$ cat src/rtl/ps2_host_tx.sv
// PS/2 host-to-device transmitter: inhibit, request-to-send, shift one byte with odd parity
// on device clock falls, capture the device ACK, and time out on a stalled bus.
module ps2_host_tx #(
  parameter int unsigned INHIBIT_CYCLES = 12000,
  parameter int unsigned TIMEOUT_CYCLES = 1500000,
  parameter int unsigned FILTER_LEN     = 4
) (
  input  logic       clk_100mhz,
  input  logic       rst_n,
  input  logic       ps2_c_in,
  input  logic       ps2_d_in,
  output logic       ps2_c_oe,
  output logic       ps2_d_oe,
  input  logic [7:0] tx_data,
  input  logic       tx_valid,
  output logic       tx_ready,
  output logic       tx_done,
  output logic       tx_err
);

  localparam int unsigned InhW = (INHIBIT_CYCLES > 1) ? $clog2(INHIBIT_CYCLES) : 1;
  localparam int unsigned ToW  = (TIMEOUT_CYCLES > 1) ? $clog2(TIMEOUT_CYCLES) : 1;
  localparam logic [InhW-1:0] InhLast = InhW'(INHIBIT_CYCLES - 1);
  localparam logic [ToW-1:0]  ToLast  = ToW'(TIMEOUT_CYCLES - 1);

  localparam logic [2:0] StIdle     = 3'd0;
  localparam logic [2:0] StInhibit  = 3'd1;
  localparam logic [2:0] StReq      = 3'd2;
  localparam logic [2:0] StShift    = 3'd3;
  localparam logic [2:0] StAck      = 3'd4;
  localparam logic [2:0] StWaitIdle = 3'd5;

  logic [FILTER_LEN-1:0] c_sr_q, c_sr_d, d_sr_q, d_sr_d;
  logic                  c_filt_q, c_filt_d, d_filt_q, d_filt_d;
  logic                  c_prev_q;
  logic                  fall;

  logic [2:0]      state_q, state_d;
  logic [7:0]      data_q, data_d;
  logic            parity_q, parity_d;
  logic [InhW-1:0] inh_cnt_q, inh_cnt_d;
  logic [ToW-1:0]  to_cnt_q, to_cnt_d;
  logic [3:0]      bit_idx_q, bit_idx_d;
  logic            nack_q, nack_d;
  logic            c_oe_q, c_oe_d, d_oe_q, d_oe_d;
  logic            ready_q, ready_d, done_q, done_d, err_q, err_d;
  logic            active, timeout;

  // Glitch filter: the filtered level only moves when the whole window agrees.
  always_comb begin
    c_sr_d   = {c_sr_q[FILTER_LEN-2:0], ps2_c_in};
    d_sr_d   = {d_sr_q[FILTER_LEN-2:0], ps2_d_in};
    c_filt_d = c_filt_q;
    d_filt_d = d_filt_q;
    if (&c_sr_q)       c_filt_d = 1'b1;
    else if (~|c_sr_q) c_filt_d = 1'b0;
    if (&d_sr_q)       d_filt_d = 1'b1;
    else if (~|d_sr_q) d_filt_d = 1'b0;
  end

  assign fall = c_prev_q & ~c_filt_q;

  assign active  = (state_q == StShift) || (state_q == StAck) || (state_q == StWaitIdle);
  assign timeout = active && (to_cnt_q == ToLast);

  always_comb begin
    state_d   = state_q;
    data_d    = data_q;
    parity_d  = parity_q;
    inh_cnt_d = inh_cnt_q;
    to_cnt_d  = to_cnt_q;
    bit_idx_d = bit_idx_q;
    nack_d    = nack_q;
    c_oe_d    = c_oe_q;
    d_oe_d    = d_oe_q;
    ready_d   = ready_q;
    done_d    = 1'b0;
    err_d     = err_q;

    if (active) begin
      to_cnt_d = fall ? '0 : to_cnt_q + ToW'(1);
    end

    if (timeout) begin
      // Stalled device: abandon the frame regardless of any coincident fall.
      state_d = StIdle;
      c_oe_d  = 1'b0;
      d_oe_d  = 1'b0;
      done_d  = 1'b1;
      err_d   = 1'b1;
    end else begin
      case (state_q)
        StIdle: begin
          c_oe_d = 1'b0;
          d_oe_d = 1'b0;
          if (tx_valid && ready_q) begin
            data_d    = tx_data;
            parity_d  = ~^tx_data;
            ready_d   = 1'b0;
            err_d     = 1'b0;
            inh_cnt_d = '0;
            c_oe_d    = 1'b1;
            state_d   = StInhibit;
          end else begin
            ready_d = 1'b1;
          end
        end
        StInhibit: begin
          c_oe_d = 1'b1;
          if (inh_cnt_q == InhLast) begin
            d_oe_d  = 1'b1;
            state_d = StReq;
          end else begin
            inh_cnt_d = inh_cnt_q + InhW'(1);
          end
        end
        StReq: begin
          // Release the clock with the start bit already on the data line.
          c_oe_d    = 1'b0;
          d_oe_d    = 1'b1;
          bit_idx_d = '0;
          to_cnt_d  = '0;
          state_d   = StShift;
        end
        StShift: begin
          if (fall) begin
            bit_idx_d = bit_idx_q + 4'd1;
            if (bit_idx_q < 4'd8) begin
              d_oe_d = ~data_q[bit_idx_q[2:0]];
            end else if (bit_idx_q == 4'd8) begin
              d_oe_d = ~parity_q;
            end else begin
              d_oe_d  = 1'b0;
              state_d = StAck;
            end
          end
        end
        StAck: begin
          d_oe_d = 1'b0;
          if (fall) begin
            nack_d  = d_filt_q;
            state_d = StWaitIdle;
          end
        end
        StWaitIdle: begin
          if (c_filt_q && d_filt_q) begin
            done_d  = 1'b1;
            err_d   = nack_q;
            state_d = StIdle;
          end
        end
        default: begin
          c_oe_d  = 1'b0;
          d_oe_d  = 1'b0;
          state_d = StIdle;
        end
      endcase
    end
  end

  always_ff @(posedge clk_100mhz or negedge rst_n) begin
    if (!rst_n) begin
      c_sr_q    <= '1;
      d_sr_q    <= '1;
      c_filt_q  <= 1'b1;
      d_filt_q  <= 1'b1;
      c_prev_q  <= 1'b1;
      state_q   <= StIdle;
      data_q    <= '0;
      parity_q  <= 1'b0;
      inh_cnt_q <= '0;
      to_cnt_q  <= '0;
      bit_idx_q <= '0;
      nack_q    <= 1'b0;
      c_oe_q    <= 1'b0;
      d_oe_q    <= 1'b0;
      ready_q   <= 1'b1;
      done_q    <= 1'b0;
      err_q     <= 1'b0;
    end else begin
      c_sr_q    <= c_sr_d;
      d_sr_q    <= d_sr_d;
      c_filt_q  <= c_filt_d;
      d_filt_q  <= d_filt_d;
      c_prev_q  <= c_filt_q;
      state_q   <= state_d;
      data_q    <= data_d;
      parity_q  <= parity_d;
      inh_cnt_q <= inh_cnt_d;
      to_cnt_q  <= to_cnt_d;
      bit_idx_q <= bit_idx_d;
      nack_q    <= nack_d;
      c_oe_q    <= c_oe_d;
      d_oe_q    <= d_oe_d;
      ready_q   <= ready_d;
      done_q    <= done_d;
      err_q     <= err_d;
    end
  end

  assign ps2_c_oe = c_oe_q;
  assign ps2_d_oe = d_oe_q;
  assign tx_ready = ready_q;
  assign tx_done  = done_q;
  assign tx_err   = err_q;

endmodule

$ cat config.mk
export PLATFORM = sky130hd
export DESIGN_NAME = ps2_host_tx
export DESIGN_NICKNAME = d
export VERILOG_FILES = /design/src/rtl/ps2_host_tx.sv
export SDC_FILE = /design/constraint.sdc
export NUM_CORES = 1
export LEC_CHECK = 0
export ABC_AREA = 1
export BUFFER_PORTS_ARGS = -buffer_cell sky130_fd_sc_hd__buf_4
export CAP_MARGIN = 20
export CELL_PAD_IN_SITES_DETAIL_PLACEMENT = 1
export CELL_PAD_IN_SITES_GLOBAL_PLACEMENT = 1
export CORE_UTILIZATION = 50
export CTS_CLUSTER_SIZE = 24
export DETAILED_ROUTE_END_ITERATION = 7
export PLACE_DENSITY = 0.86
export RECOVER_POWER = 50
export SLEW_MARGIN = 20
export SYNTH_ARGS = -nofsm -noshare
export SYNTH_HDL_FRONTEND = slang
export SYNTH_SLANG_ARGS = --single-unit
export TNS_END_PERCENT = 50
$ cat constraint.sdc
create_clock -name clk_100mhz -period 4.14 [get_ports clk_100mhz]
set_clock_uncertainty 0.1 [all_clocks]
set_input_delay 0.828 -clock clk_100mhz [delete_from_list [all_inputs] [get_ports clk_100mhz]]
set_output_delay 0.828 -clock clk_100mhz [all_outputs]
set_load 0.03 [all_outputs]
======== Word level (Yosys, flattened, before mapping) ========
Index checks and enable logic that the tools add are counted.
word-level totals
  register bits ........................... 68
  bits in latches ......................... 0
  RAM bits ................................ 0
  ROM bits ................................ 0
  input port bits ......................... 13
  output and inout bits ................... 5
  logic and storage cells ................. 113
  memories kept ........................... 0
cells by class
  add/subtract/negate cells ............... 3
  multipliers ............................. 0
  div/mod/pow operators ................... 0
  magnitude comparators ................... 2
  equality and inequality tests ........... 22
  shifts and indexed selects .............. 0
  multiplexer cells ....................... 41
  bitwise logic cells ..................... 5
  reductions and logical operators ........ 23
operators by type and width
  cell                   number
  $mux 21                4
  $mux 14                2
  $pmux 14 s2            1
  $mux 3                 8
  $add 21x1->21 const B  1
  $eq 21x21->1 const B   1
  $mux 1                 19
  $ne 3x3->1 const B     6
  $pmux 3 s6             1
  $reduce_and 3->1       5
  $add 14x1->14 const B  1
  $eq 14x14->1 const B   1
  $ne 2x2->1 const B     6
  $reduce_and 4->1       3
  $pmux 4 s2             1
  $reduce_or 4->1        2
  $reduce_xnor 8->1      1
  $reduce_and 7->1       1
  $eq 3x2->1 const B     2
  $eq 3x3->1 const B     2
  $add 4x1->4 const B    1
  $eq 4x4->1 const B     1
  $lt 3x4->1 const B     1
  $lt 4x4->1 const B     1
  17 further kinds       24

======== Logic depth before layout (Yosys ltp) ========
Gate-level depths: netlist of run 1.
  depth in word-level cells ............... 7
  depth in mapped cells ................... 12
  mapped depth without buffers ............ 11

======== Worst setup path after synthesis of run 1 ========
Ideal clock, no wire load.
  path kind ............................... reg-to-reg
  start point ............................. register bit_idx_q[0]
  end point ............................... register state_q[0]
  library setup time ...................... 121 ps
  arrival ................................. 1559 ps
  required time ........................... 3919 ps
  path slack .............................. 2360 ps
  cell stages (with the launch flop) ...... 12
  buffers on the path ..................... 1
  clock period less this slack ............ 1780 ps
  cells stage by stage .................... dfrtp_1 -> clkbuf_1 -> inv_1 -> ha_1 -> nand2_1 -> nor2_1 -> o21ai_0 -> inv_1 -> nand2_1 -> nand3_1 -> o21bai_1 -> nand2_1
on the way
  word-level cells in the longest chain between the ends .. 3
  elaborated cells between the ends (all ways) .. 5
  classes of those cells .................. 1 x order compare; 3 x eq/ne; 1 x reduce/logical
RTL lines
  element                                          line      source
  from (decl)                                      43        logic [3:0] bit_idx_q, bit_idx_d;
  from (signal assigned)                           191       bit_idx_q <= bit_idx_d;
  $lt 4x4->1 / $eq 4x4->1 (equally long branches)  128, 130
  $ne 3x3->1 (no source line)                      -
  $reduce_and 7->1 (no source line) *              -
  to (signal assigned)                             168       state_q <= StIdle;
  to (signal assigned)                             186       state_q <= state_d;
  to (decl)                                        38        logic [2:0] state_q, state_d;
Mark *: on every way between the ends. The rest lies on a longest branch, timed or not.
A chain may end at the register's enable or synchronous reset.

======== Final worst setup path of run 1 ========
  start point ............................. register state_q[0]
  end point ............................... register inh_cnt_q[13]
on the way
  word-level cells in the longest chain between the ends .. 6
  elaborated cells between the ends (all ways) .. 14
  classes of those cells .................. 6 x eq/ne; 1 x mux; 1 x bitwise; 6 x reduce/logical
RTL lines
  element                                          line  source
  $eq 3x2->1 / $eq 3x3->1 (equally long branches)  63    assign active = (state_q == StShift) || (state_q == StAck) || (state_q == StWaitIdle);
  $logic_or 1x1->1 (2 in a row)                    63
  $logic_and 1x1->1                                64    assign timeout = active && (to_cnt_q == ToLast);
  $not 1->1 (no source line)                       -
  $reduce_and 4->1 (no source line)                -
  to (signal assigned)                             189   inh_cnt_q <= inh_cnt_d;
  to (decl)                                        41    logic [InhW-1:0] inh_cnt_q, inh_cnt_d;
Several ways; a longest one is shown, not always the timed one.

==> impl_metrics.py, run 1 <==
metrics = {
    "place": {
        "place_congestion": 0.8464,
        "port_buffers": 17,
        "dp_hpwl_um": 7459,
        "pre_cts_ws_ns": 1.782,
        "place_inst": 619,
    },
    "synthesis": {
        "syn_nets": 524,
        "synth_xor_xnor_area_share_pct": 3.540,
        "synthMuxAreaShare_pct": 0,
        "synth_top_family_by_area": "simple AND/OR/NAND/NOR gates",
        "synth_edf_count": 0,
        "ys_top_cells_by_count": "nand2_1, dfrtp_1, inv_1, nor2_1, nand3_1",
        "synthFlopType": "dfrtp_1",
        "syn_area_um2": 3959,
        "yosys.area.top_type": "dfrtp_1",
        "synth_cell_types": 38,
        "synth-warning-count": 0,
        "syn_area_per_cell_um2": 7.808,
        "synth_fa_ha_area_share_pct": 1.264,
        "syn_inst": 507,
        "synth_compound_area_share_pct": 9.703,
        "synth.area.top_cells": "dfrtp_1, nand2_1, dfstp_2",
        "ys_async_sr_fraction_pct": 100.0,
        "ys_ff_latch": 68,
        "yosys.area_share.simple_pct": 34.70,
        "yosysMostFrequentCell": "nand2_1",
        "ys_seq_area_share_pct": 43.36,
        "yosysTopAreaCellShare_pct": 35.40,
    },
    "sta": {
        "rsz0062_at_grt": "false",
        "min_period_ns": 2.371,
        "hold_violations": 0,
        "slew_viol_final": 69,
        "tightest_slew_ns": 1.685,
        "period_share_pct": 57.28,
        "setup_viol": 0,
        "fin_setup_tns_ns": 0,
        "layout_setup_ws_ns": 1.769,
        "fmax_mhz": 421.7,
        "slew_headroom_pct": -12.32,
    },
    "pwr": {
        "total_power_uw": 2397,
        "p_leak_uw": 0.002022,
        "peakVddDrop_v": 0.0002988,
        "power_density_nw_per_um2": 553.8,
    },
    "routing": {
        "drc": 0,
        "drtIter0Drc": 138,
        "vias": 3464,
        "first_pass_iters": 4,
        "drt-total-wl_um": 10380,
        "via_per_inst": 5.455,
        "detail-route-antenna-nets": 0,
        "routedWlPerCell_um": 16.34,
    },
    "min_path": {
        "hp-start": "d_sr_q[2]",
        "hold_path.class": "reg2reg",
    },
    "finish": {
        "syn2layout_area_growth_pct": 9.324,
        "final_cells": 635,
        "n_antenna_cell": 0,
        "nFillCells": 1000,
        "drive_gt1_share_pct": 15.76,
        "utilization_pct": 56.30,
        "fin_nets": 545,
    },
    "floorplan": {
        "io_pins": 18,
        "core_area_um2": 7687,
        "start_util_pct": 51.50,
        "die_area_um2": 8277,
        "fp-row-count": 32,
        "die_h_um": 90.98,
        "fp.dieW_um": 90.98,
    },
    "worst_setup_path": {
        "startpoint": "state_q[0]",
        "reg2reg_from": "state_q[0]",
        "start_kind": "flip-flop",
        "critical_path_arrival_ns": 2.47,
        "critPathMaxFanout": 23,
        "critPathKind": "reg2reg",
        "crit_required_ns": 4.24,
        "endpoint_kind": "flip-flop",
    },
    "clocking": {
        "clkSinkCount": 68,
        "clock_path_buffers": 2,
        "post_cts_buffers": 0,
        "insertion_delay_ns": 0.36,
        "clk_pin_slew_ns": 0.08,
        "cts-resized-gates": 0,
        "h-tree-depth": 3,
        "cts_tree": "yes",
        "cts_made_buffers": 9,
        "hold_buffers": 0,
        "clock-root-buffer": "clkbuf_8",
    },
    "global_route": {
        "antenna_found_initial": 0,
        "grt_overflow_total": 0,
        "grt_pass1_wl_um": 18070,
        "grt_max_degree": 69,
        "grtUsageTotal_pct": 28.05,
        "grt_pass1_vias": 3722,
    },
    "status": {
        "violations": "max-capacitance violations, max-slew violations",
        "outcome": "finished with violations",
    },
    "job": {
        "cap_viol_max_count": 1,
    },
}
layout by cell type, fill, tap and decap left out, types with 9 or more instances in the layout:
cell type  instances
nand2_1          129
buf_4             14
clkbuf_8           9
nand3_1           43
nand4_1           13
inv_1             56
nor3_1            11
o21ai_2           13
dfrtp_1           56
o21ai_0           20
nor2_1            57
a21oi_1           16
metrics by stage:
stage                     hold slack (ns)  instance area (µm²)
final                              0.2933                 4328
after global routing               0.2924                 4328
after CTS                          0.2754                 4338
after detailed placement           0.2653                 4154
after global placement             0.2632                 4154
after floorplan                    0.2603                 3959
critical path: stages (launching register included):
cell and delay (ns):
dfrtp_1 0.49, nor2_1 0.15, nand2_1 0.15, nand3_4 0.28
nand3_2 0.23, nand3_2 0.46, nand2_1 0.22, o21ai_0 0.12
state kept, by name, indices dropped and copies added (netlist names), 3 cells and up:
signal / count
d_sr_q: 4
state_q: 3
inh_cnt_q: 14
bit_idx_q: 4
to_cnt_q: 21
data_q: 8
c_sr_q: 4
report_power, final:
group          internal [µW]  switching, µW  leakage (µW)  total [µW]
registers                807            132      0.000874         939
logic                    266            647       0.00106         913
clock network            276            269     0.0000931         545
layout make-up:
class | count | area (µm²) | share of cell area, %
Clock buffer | 11 | 131.4 | 3.036
Multi-Input combinational cell | 370 | 1941 | 44.84
Timing Repair Buffer | 17 | 125.1 | 2.891
Inverter | 62 | 234.0 | 5.406
Sequential cell | 68 | 1717 | 39.66
Clock inverter | 5 | 52.55 | 1.214
Tap cell | 102 | 127.6 | 2.949
final timing paths:
check | slack (ns) | end | depth (start not counted)
worst max-delay path | 1.77 | inh_cnt_q[13] | 7
worst min-delay path | 0.29 | d_sr_q[3] | 0
worst max register to register | 1.77 | inh_cnt_q[13] | 7
worst min register to register | 0.29 | d_sr_q[3] | 0
max in group asynchronous | 2.13 | data_q[7] | 1
min in group asynchronous | 0.80 | to_cnt_q[5] | 1
metal layers:
metal | routed length, µm | GRT usage, % | vias up
met3 | 268 | 6.114 | 16
met4 | 189 | 10.05 | 0
met1 | 4554 | 33.64 | 1718
met2 | 5366 | 49.43 | 48
met5 | 0 | 0 | -
li1 | - | - | 1682
cell families after synthesis:
family / after synthesis
AOI/OAI and AO/OA: 62
xor gates and xnor gates: 16
adders and majority gates: 4
buffers and inverters: 69
DFF: 68
and+or+nand+nor: 288
Power figures use the tool's default switching activity.
==> run 2, diff against run 1 <==
CORE_UTILIZATION = 46   (was 50)
PLACE_DENSITY = 0.8   (was 0.86)
clock period = 2.4 ns   (was 4.14 ns; I/O delays follow)
==> impl_metrics.py, run 2 (synthesis results as in run 1) <==
metrics = {
    "status": {
        "outcome": "finished, final reports clean",
    },
    "pwr": {
        "clkPwrFrac_pct": 22.7,
        "pwr-share-seq_pct": 38.8,
        "internal-power_uw": 2374,
        "switching_share_pct": 43.11,
        "p_comb_share_pct": 38.4,
        "p_leak_uw": 0.002043,
        "total_power_uw": 4173,
        "p_switching_uw": 1799,
        "peakVddDrop_v": 0.0004420,
        "power_density_nw_per_um2": 951.8,
    },
    "floorplan": {
        "die_area_um2": 8981,
        "start_util_pct": 47.94,
        "fp.dieW_um": 94.77,
        "fp-row-count": 33,
        "die_h_um": 94.77,
        "core_area_um2": 8258,
        "io_pins": 18,
    },
    "worst_setup_path": {
        "rrSetupSlack_ns": 0.27,
        "crit_required_ns": 2.53,
        "startpoint": "bit_idx_q[0]",
        "crit_end": "state_q[2]",
        "critPathMaxFanout": 11,
        "endpoint_kind": "flip-flop",
        "critical_path_arrival_ns": 2.26,
        "reg2reg_from": "bit_idx_q[0]",
        "critPathKind": "reg2reg",
        "start_kind": "flip-flop",
        "reg2reg_depth": 10,
        "r2r_end": "state_q[2]",
    },
    "finish": {
        "reg.largest.list": "to_cnt_q x21, inh_cnt_q x14, data_q x8",
        "n_antenna_cell": 0,
        "nFillCells": 1045,
        "utilization_pct": 53.09,
        "final_cells": 643,
        "mostFrequentLayoutCells": "nand2_1, nor2_1, inv_1, dfrtp_1, nand3_1",
        "fin_nets": 550,
        "largest_reg_flops": 21,
        "max_flop_register": "to_cnt_q",
        "mostFrequentLayoutCell": "nand2_1",
        "syn2layout_area_growth_pct": 10.75,
        "drive_gt1_share_pct": 16.91,
    },
    "global_route": {
        "grtUsageTotal_pct": 25.12,
        "grt_overflow_total": 0,
        "antenna_found_initial": 0,
        "grt_max_degree": 40,
        "grt_pass1_vias": 3629,
        "grt_pass1_wl_um": 17190,
    },
    "routing": {
        "drt-total-wl_um": 10110,
        "detail-route-antenna-nets": 0,
        "routedWlPerCell_um": 15.72,
        "via_per_inst": 5.334,
        "drtIter0Drc": 105,
        "first_pass_iters": 4,
        "drc": 0,
        "vias": 3430,
    },
    "sta": {
        "fin_setup_tns_ns": 0,
        "setup_viol": 0,
        "slew_headroom_pct": 35.88,
        "hold_violations": 0,
        "rsz0062_at_grt": "false",
        "tightest_slew_ns": 0.9618,
        "fmax_mhz": 469.4,
        "period_share_pct": 88.77,
        "slew_viol_final": 0,
        "min_period_ns": 2.130,
    },
    "place": {
        "place_congestion": 0.8484,
        "place_inst": 627,
        "dp_hpwl_um": 7705,
        "port_buffers": 17,
    },
    "clocking": {
        "clk_pin_slew_ns": 0.07,
        "clock_path_buffers": 2,
        "h-tree-depth": 3,
        "insertion_delay_ns": 0.35,
        "cts_made_buffers": 9,
        "cts_tree": "yes",
        "clkSinkCount": 68,
        "hold_buffers": 0,
        "post_cts_buffers": 0,
        "cts-resized-gates": 0,
        "clock-root-buffer": "clkbuf_8",
    },
    "job": {
        "cap_viol_max_count": 0,
    },
    "min_path": {
        "hold_path.class": "in2reg",
    },
}
-- run 2: worst min-delay path by stage --
stage | startpoint | endpoint | slack, ns | cells after the start
2_1_floorplan | rst_n | bit_idx_q[0] | 0.08 | 0
3_3_place_gp | c_sr_q[0] | c_sr_q[1] | 0.26 | 0
3_5_place_dp | d_sr_q[2] | d_sr_q[3] | 0.27 | 0
4_1_cts | rst_n | bit_idx_q[2] | 0.004 | 1
5_1_grt | ps2_c_in | c_sr_q[0] | 0.13 | 1
6_report | ps2_d_in | d_sr_q[0] | 0.15 | 1
-- run 2: per-layer routing --
layer	vias up	track usage, %	share of wire [%]
li1	1692	-	-
met1	1686	29.40	44
met5	-	0	0
met2	37	45.08	52
met4	0	11.62	2.1
met3	15	3.462	1.8
-- run 2: final cells by class --
type                            instances  area, µm²  area share [%]
Clock buffer                           10      127.6           2.911
Tap cell                              105      131.4           2.997
Clock inverter                          6      66.31           1.513
Multi-Input combinational cell        370       1948           44.44
Timing Repair Buffer                   22      160.2           3.653
Inverter                               62      234.0           5.337
Sequential cell                        68       1717           39.16
-- run 2: power by group through the flow --
stage               Sequential, µW  Clock, µW  Combinational, µW
floorplan                     1610          0               1230
global placement              1620          0               1550
detailed placement            1640          0               1610
CTS                           1620        974               1630
global route                  1650       1010               1810
finish                        1620        949               1600
-- run 2: critical path, stage by stage (launching register included) --
cell      delay (ns)
dfrtp_1         0.59
inv_1           0.16
ha_1            0.23
nand2_1         0.06
nor2_1          0.04
o21ai_0         0.21
inv_1           0.11
nand2_1         0.11
nand3_1         0.13
o21bai_1        0.20
nand2_1         0.08
-- run 2: per-stage QoR --
step           setup slack [ns]  hold WS, ns  cell area, µm²
2_1_floorplan            0.6196      0.08441            3959
3_3_place_gp             0.4025       0.2630            4208
3_5_place_dp             0.3019       0.2675            4208
4_1_cts                  0.2914     0.004324            4402
5_1_grt                 0.05608       0.1309            4384
6_report                 0.2696       0.1454            4384
==> run 3, diff against run 2 <==
CTS_BUF_LIST = sky130_fd_sc_hd__clkbuf_16   (was unset)
REMOVE_ABC_BUFFERS = 1   (was unset)
==> impl_metrics.py, run 3 (synthesis results as in run 1) <==
metrics = {
    "place": {
        "port_buffers": 17,
        "place_area_um2": 4200,
        "dp_hpwl_um": 7269,
        "place_congestion": 0.8349,
    },
    "worst_setup_path": {
        "startpoint": "inh_cnt_q[1]",
        "critPathMaxFanout": 23,
        "start_kind": "flip-flop",
        "reg2reg_depth": 8,
        "endpoint_kind": "flip-flop",
        "critical_path_arrival_ns": 2.17,
        "r2r_end": "inh_cnt_q[13]",
        "crit_required_ns": 2.50,
        "critPathKind": "reg2reg",
        "reg2reg_from": "inh_cnt_q[1]",
        "rrSetupSlack_ns": 0.33,
    },
    "sta": {
        "tightest_slew_ns": 0.8450,
        "min_period_ns": 2.075,
        "slew_viol_final": 0,
        "slew_headroom_pct": 43.66,
        "period_share_pct": 86.45,
        "hold_violations": 0,
        "fin_setup_tns_ns": 0,
        "setup_viol": 0,
        "rsz0062_at_grt": "false",
        "fmax_mhz": 482.0,
    },
    "clocking": {
        "cts_made_buffers": 9,
        "clock_path_buffers": 2,
        "insertion_delay_ns": 0.33,
        "clkSinkCount": 68,
        "cts_tree": "yes",
        "clock-root-buffer": "clkbuf_16",
        "clk_pin_slew_ns": 0.06,
        "h-tree-depth": 3,
    },
    "floorplan": {
        "core_area_um2": 8258,
        "die_area_um2": 8981,
        "io_pins": 18,
        "start_util_pct": 47.94,
        "die_h_um": 94.77,
        "fp.dieW_um": 94.77,
        "fp-row-count": 33,
    },
    "status": {
        "outcome": "finished, final reports clean",
    },
    "global_route": {
        "grt_max_degree": 56,
        "grt_overflow_total": 0,
        "grt_pass1_wl_um": 17680,
        "antenna_found_initial": 0,
        "grtUsageTotal_pct": 25.80,
        "grt_pass1_vias": 3705,
    },
    "finish": {
        "n_antenna_cell": 0,
        "syn2layout_area_growth_pct": 13.65,
        "largest_reg_flops": 21,
        "drive_gt1_share_pct": 16.54,
        "mostFrequentLayoutCells": "nand2_1, nor2_1, inv_1, dfrtp_1, nand3_1",
        "fin_nets": 550,
        "max_flop_register": "to_cnt_q",
        "reg.largest.list": "to_cnt_q x21, inh_cnt_q x14, data_q x8",
        "nFillCells": 1072,
        "mostFrequentLayoutCell": "nand2_1",
        "fin_area_um2": 4499,
    },
    "min_path": {
        "hp-start": "ps2_c_in",
        "whs_endpoint": "c_sr_q[0]",
        "hold_path.class": "in2reg",
        "hold_depth": 1,
    },
    "job": {
        "cap_viol_max_count": 0,
    },
    "routing": {
        "detail-route-antenna-nets": 0,
        "drt-total-wl_um": 10360,
        "vias": 3505,
        "routedWlPerCell_um": 16.10,
        "via_per_inst": 5.451,
        "drtIter0Drc": 148,
        "drc": 0,
        "first_pass_iters": 4,
    },
    "pwr": {
        "peakVddDrop_v": 0.0006274,
        "total_power_uw": 4557,
        "p_leak_uw": 0.002094,
        "power_density_nw_per_um2": 1013,
    },
}
run 3: changes by cell type in the layout (fill, tap and decap cells not counted), sizes merged:
cell	previous run	this run
clkbuf	14	12
clkinv	3	4
dlygate4sd3	0	1
run 3: power breakdown:
group / switching [µW] / total [µW] / leakage (µW) / internal [µW]
sequential: 231 / 1620 / 0.000874 / 1390
clock: 501 / 1300 / 0.000137 / 798
combinational: 1130 / 1630 / 0.00108 / 500
run 3: repair_timing:
action | CTS | global route
buffers inserted | 0 | 0
hold buffers | 1 | 0
hold endpoints to repair | 13 | 0
endpoints found under the setup margin | 0 | 5
resized for setup | 0 | 1
run 3: worst max-delay path by stage:
stage,end,slack (ns),cells past startpoint
after floorplan,inh_cnt_q[10],0.56,7
after global placement,inh_cnt_q[13],0.33,8
after detailed placement,inh_cnt_q[6],0.23,7
after CTS,inh_cnt_q[9],0.18,8
after global routing,inh_cnt_q[9],0.14,9
final,inh_cnt_q[13],0.33,8
run 3: critical path, cell delays in order (launching register included):
cell and delay (ns):
dfrtp_1 0.41, ha_1 0.22, nand2_2 0.12, nor2_4 0.15, nand3_1 0.09, o21ai_2 0.29
nand2_1 0.15, nand3_4 0.26, o21ai_0 0.15
run 3: metrics by stage:
stage	hold slack (ns)	instances	setup slack (ns)	utilization, %
2_1_floorplan	0.08441	500	0.5589	-
3_3_place_gp	0.2479	626	0.3279	50.86
3_5_place_dp	0.2478	626	0.2320	50.86
4_1_cts	0.1471	643	0.1788	54.53
5_1_grt	0.1521	643	0.1431	54.48
6_report	0.1616	643	0.3252	54.48
run 3: area by class of cell:
type,instances,area [µm²],share of cell area [%]
Timing Repair Buffer,22,176.4,3.921
Clock buffer,9,225.2,5.006
Tap cell,105,131.4,2.920
Inverter,62,234.0,5.200
Multi-Input combinational cell,370,1948,43.30
Sequential cell,68,1717,38.15
Clock inverter,7,67.56,1.502
run 3: metal layers:
metal	share of wire, %	up-vias	track usage (%)
met2	52	42	46.28
li1	-	1687	-
met5	0	-	0
met1	44	1762	31.17
met4	1.4	0	8.333
met3	2.4	14	4.348
